File: config.mk
export PLATFORM = sky130hd
export DESIGN_NAME = sync_mem
export DESIGN_NICKNAME = d
export VERILOG_FILES = /design/src/rtl/simplecpu_pkg.sv /design/src/rtl/sync_mem_array.sv /design/src/rtl/sync_mem.sv
export SDC_FILE = /design/constraint.sdc
export NUM_CORES = 1
export LEC_CHECK = 0
export CAP_MARGIN = 20
export CORE_MARGIN = 1
export CORE_UTILIZATION = 40
export DETAILED_ROUTE_END_ITERATION = 8
export PLACE_DENSITY = 0.64
export SLEW_MARGIN = 20
export SYNTH_ARGS = -nofsm -noshare
export SYNTH_HDL_FRONTEND = slang
export SYNTH_SLANG_ARGS = --single-unit
File: constraint.sdc
create_clock -name clk -period 4.8 [get_ports clk]
set_input_delay 0.48 -clock clk [delete_from_list [all_inputs] [get_ports clk]]
set_output_delay 0.48 -clock clk [all_outputs]
set_load 0.1 [all_outputs]
File: src/rtl/simplecpu_pkg.sv
// simplecpu_pkg: shared widths, memory FSM states and parity helper for the simplecpu memory path
package simplecpu_pkg;
    localparam int DW_DEF = 9;
    localparam int AW_DEF = 6;
    typedef enum logic [1:0] {IDLE, WAIT_ST, DONE} state_t;
    function automatic logic parity(input logic [63:0] v);
        return ^v;
    endfunction
endpackage

File: src/rtl/sync_mem_array.sv
// sync_mem_array: DEPTH-word register array, one synchronous write port, one asynchronous read port
module sync_mem_array #(
    parameter int W = 9,
    parameter int DEPTH = 64,
    parameter int IW = 6
) (
    input  logic          clk,
    input  logic          we,
    input  logic [IW-1:0] waddr,
    input  logic [W-1:0]  wdata,
    input  logic [IW-1:0] raddr,
    output logic [W-1:0]  rdata
);
    logic [W-1:0] mem [DEPTH];
    // storage write; contents deliberately survive reset
    always_ff @(posedge clk) if (we) mem[waddr] <= wdata;
    assign rdata = mem[raddr];
endmodule

File: src/rtl/sync_mem.sv
// sync_mem: clocked CPU memory with READY handshake, read wait states and program-load port
// Optional per-word even parity with PERR reporting when SYNC_MEM_PARITY_EN is defined.
module sync_mem import simplecpu_pkg::*; #(
    parameter int DW = DW_DEF,
    parameter int AW = AW_DEF,
    parameter int DEPTH = 64,
    parameter int WAIT = 1
) (
    input  logic          clk,
    input  logic          rst_n,
    input  logic          READ,
    input  logic          WRITE,
    input  logic [AW-1:0] A,
    input  logic [DW-1:0] DATA,
    output logic [DW-1:0] D,
    output logic          READY,
    output logic          PERR,
    input  logic          load_en,
    input  logic [AW-1:0] load_addr,
    input  logic [DW-1:0] load_data,
    input  logic          load_par_inv
);
`ifdef SYNC_MEM_PARITY_EN
    localparam int PB = 1;
`else
    localparam int PB = 0;
`endif
    localparam int W = DW + PB;
    localparam int IW = DEPTH > 1 ? $clog2(DEPTH) : 1;
    localparam logic [AW:0] LIM = DEPTH[AW:0];
    localparam logic [2:0] WCNT = WAIT[2:0];

    state_t state, state_nx;
    logic [2:0] cnt;
    logic [AW-1:0] alat, waddr;
    logic [W-1:0] wdata, rdata;
    logic [DW-1:0] rd_val;
    logic idle, acc_rd, acc_wr, is_rd, we, rd_ok, rd_perr;

    assign idle = state == IDLE;
    assign acc_wr = idle & ~load_en & WRITE;
    assign acc_rd = idle & ~load_en & READ & ~WRITE;
    assign waddr = load_en ? load_addr : A;
    assign we = idle & (load_en | WRITE) & ({1'b0, waddr} < LIM);
    assign rd_ok = {1'b0, alat} < LIM;
    assign rd_val = rd_ok ? rdata[DW-1:0] : '0;

`ifdef SYNC_MEM_PARITY_EN
    assign wdata = load_en ? {parity(64'(load_data)) ^ load_par_inv, load_data} : {parity(64'(DATA)), DATA};
    assign rd_perr = rd_ok & (rdata[DW] != parity(64'(rdata[DW-1:0])));
`else
    logic par_inv_unused;
    assign par_inv_unused = load_par_inv;
    assign wdata = load_en ? load_data : DATA;
    assign rd_perr = 1'b0;
`endif

    sync_mem_array #(.W(W), .DEPTH(DEPTH), .IW(IW)) u_array (
        .clk   (clk),
        .we    (we),
        .waddr (waddr[IW-1:0]),
        .wdata (wdata),
        .raddr (alat[IW-1:0]),
        .rdata (rdata)
    );

    // state register
    always_ff @(posedge clk) state <= !rst_n ? IDLE : state_nx;

    // next state: writes and zero-wait reads go straight to DONE, reads drain the counter first
    always_comb begin
        state_nx = IDLE;
        if (idle) state_nx = (acc_wr || (acc_rd && WCNT == 3'd0)) ? DONE : acc_rd ? WAIT_ST : IDLE;
        else if (state == WAIT_ST) state_nx = cnt == 3'd1 ? DONE : WAIT_ST;
    end

    // request latch, wait counter and the registered D/READY/PERR leaving DONE
    always_ff @(posedge clk) begin
        if (!rst_n) begin
            {cnt, alat, is_rd, D, READY, PERR} <= '0;
        end else begin
            READY <= state == DONE;
            PERR <= (state == DONE) & is_rd & rd_perr;
            if (state == DONE && is_rd) D <= rd_val;
            if (acc_rd || acc_wr) begin
                alat <= A;
                is_rd <= acc_rd;
                cnt <= acc_rd ? WCNT : 3'd0;
            end else if (state == WAIT_ST) begin
                cnt <= cnt - 3'd1;
            end
        end
    end
endmodule

==> flow_metrics.py <==
metrics = {
    "outcome": {
        "status": "completed",
    },
    "clock_network": {
        "clock_latency_ps": 610,
        "htreeDepth": 2,
        "cts_setup_buffers": 0,
        "clk_path_buf_depth": 3,
        "clk_pin_slew_ps": 60,
        "ctsResizeCount": 0,
        "cts_buffers": 57,
        "cts_tree": "yes",
        "cts_hold_buf": 0,
        "cts.sinks": 598,
        "root_buffer": "clkbuf_16",
    },
    "timing": {
        "report.final.slew_viol_count": 0,
        "timing.fmax_ghz": 0.299,
        "rsz0062_at_grt": "no",
        "finClkSkew_ps": 16.3,
        "finalSetupViolCount": 0,
        "min_period_over_period_pct": 69.6,
        "min_period_ps": 3340,
        "hold_viol_final": 0,
        "tns_ps": 0,
        "relSlewSlack_pct": 32.1,
        "worst_pin_slew_ps": 1020,
    },
    "hold_path": {
        "holdPathEnd": "cnt[1]",
        "min-delay-start": "cnt[1]",
        "hp-class": "reg -> reg",
        "whs_path_depth": 2,
    },
    "global_route": {
        "antenna_found_initial": 0,
        "grt_pass1_vias": 11568,
        "grt_pass1_wl_um": 76600,
        "grt_max_degree": 73,
        "grt.overflow.total": 0,
        "track_usage_pct": 17.7,
    },
    "synth": {
        "synthFlopType": "edfxtp_1",
        "mappedNetlistNets": 1206,
        "synth_edf_count": 576,
        "synthCells": 1168,
        "syn_area_per_cell_um2": 19.9,
        "yosysUniqueCellTypes": 39,
        "yosys_warnings": 0,
        "synth-async-reset-ratio_pct": 0,
        "yosysSeqAreaShare_pct": 76.2,
        "ys_ff_latch": 598,
        "syn_area_um2": 23300,
    },
    "floorplan": {
        "core-area_um2": 57600,
        "start_util_pct": 40.4,
        "ioPinCount": 47,
        "die_w_um": 243,
        "rows": 88,
        "die-height_um": 243,
        "die_area_um2": 59100,
    },
    "finish": {
        "fill_cells": 4756,
        "num_antenna_cells": 0,
        "multi_input_area_um2": 5190,
        "regArea_um2": 17700,
        "drive_above_1_share_pct": 19.5,
        "syn2layout_area_growth_pct": 13.9,
        "final_nets": 1280,
        "final_util_pct": 46.0,
    },
    "detailed_routing": {
        "viasPerCell": 5.57,
        "routed_wl_um": 52200,
        "drt_iter0_drc": 1301,
        "num_vias": 11455,
        "drc_errors": 0,
        "routedWlPerCell_um": 25.4,
        "first_pass_iters": 5,
        "ant_nets": 0,
    },
    "power_and_ir_drop": {
        "leakage_nw": 8.05,
        "p_total_mw": 11.0,
        "powerDensity_nw_per_um2": 417,
        "ir_worst_vdd_uv": 234,
    },
    "job": {
        "max-cap-violations": 0,
    },
    "worst_setup_path": {
        "cp_cell_sequence": "clkdlybuf4s50_1, inv_1, a2bb2oi_1, nor3_1, nand2_1, nor2_1",
        "slowest_stage": "nor2_1",
        "timing.rr.start": "alat[0]",
        "path_class": "in -> reg",
        "worstSetupEndpointType": "register",
        "rrSetupSlack_ps": 1710,
        "r2r_cells": 6,
        "crit_arrival_ps": 3570,
        "crit_fanout": 10,
        "cp.required_ps": 5020,
        "cp-start-kind": "primary input",
        "reg2reg_to": "D[7]",
        "critPathMaxStageDelay_ps": 890,
    },
    "placed_design": {
        "io_buffers": 44,
        "gp_congestion": 0.855,
        "dp_hpwl_um": 32000,
    },
}
-- logic make-up (layout without fill, tap and decap cells) --
group           after synthesis  count (layout)  synth area share [%]
fa+ha+maj                     2               2                 0.108
flops                       598             598                  76.2
buf+inv                      66             188                  1.46
compound gates              113             113                  3.43
mux                         207             207                  15.4
simple gates                180             180                  3.29
other cells                   1               1                0.0161
xor+xnor                      1               1                0.0377
-- cell usage after synthesis, drive strengths merged, types with 4 or more instances --
cell type | instances | area, µm²
nor3 | 4 | 20.0
a21oi | 22 | 110
mux2 | 10 | 113
nor2b | 7 | 43.8
a221oi | 8 | 70.1
nor2 | 84 | 315
nand3 | 28 | 140
nand2 | 46 | 173
buf | 38 | 235
a21o | 8 | 60.1
edfxtp | 576 | 17300
dfxtp | 22 | 440
mux2i | 77 | 771
a31oi | 4 | 25.0
inv | 6 | 22.5
a22oi | 60 | 450
mux4 | 120 | 2700
clkbuf | 21 | 78.8
-- power by group --
part | switching [mW] | internal (mW)
registers | 0.0430 | 5.80
clock network | 1.90 | 2.67
logic | 0.400 | 0.229
-- routing by layer --
metal	wire [µm]	global-route usage, %	vias to the layer above
met1	22400	24.9	6050
met3	3130	2.60	67
met2	25400	28.7	395
li1	-	-	4943
met4	1120	5.25	0
met5	0	0	-
-- how the worst max path moves through the flow --
| stage | start | endpoint | slack (ps) |
|---|---|---|---|
| CTS | load_en | u_array.mem[34][3] | 1550 |
| finish | load_en | u_array.mem[34][8] | 1460 |
| global route | load_en | u_array.mem[34][5] | 1350 |
| floorplan | load_en | u_array.mem[39][0] | 2460 |
| detailed placement | load_en | u_array.mem[38][1] | 900 |
| global placement | load_en | u_array.mem[38][1] | 1010 |
-- state kept, by name, indices dropped and copies added, names as in the netlist --
register and cells:
u_array.mem 576, alat 6, cnt 3, D 9
is_rd 1, state 2, READY 1
-- cell usage in the layout, fill, tap and decap left out, types with 4 or more instances in the layout --
| master | n |
|---|---|
| clkinv_2 | 15 |
| nand2_1 | 46 |
| clkinv_1 | 12 |
| nor2_1 | 83 |
| a31oi_1 | 4 |
| nor3_1 | 4 |
| a21o_1 | 8 |
| clkbuf_1 | 9 |
| a221oi_1 | 8 |
| mux4_2 | 120 |
| clkdlybuf4s50_1 | 44 |
| inv_1 | 6 |
| nand3_1 | 28 |
| bufinv_16 | 8 |
| edfxtp_1 | 576 |
| a22oi_1 | 60 |
| mux2i_1 | 77 |
| mux2_2 | 10 |
| a21oi_1 | 22 |
| dfxtp_1 | 19 |
| clkbuf_16 | 59 |
| buf_4 | 29 |
| nor2b_1 | 6 |
-- stage by stage --
step | area [µm²] | hold slack (ps) | setup slack, ps | cells
after floorplan | 23300 | 475 | 2460 | 1168
after global placement | 24600 | 485 | 1010 | 1948
after detailed placement | 24600 | 492 | 905 | 1948
after CTS | 26500 | 500 | 1550 | 2055
after global routing | 26500 | 532 | 1350 | 2055
final | 26500 | 505 | 1460 | 2055
-- cell type report --
class / instances / share of cell area (%)
inverters: 7 / 0.0991
multi-input cells: 504 / 19.6
flip-flops and latches: 598 / 66.9
clock buffers: 68 / 5.70
clock inverters: 39 / 1.50
repair buffers: 74 / 2.56
well taps: 765 / 3.61
-- worst max-delay path, delay by kind of cell --
family,cells,cell delay [ps]
AO/OA/AOI/OAI,1,200
AND/OR/NAND/NOR,3,1750
buffers and inverters,2,1120
(Power assumes the default switching activity.)
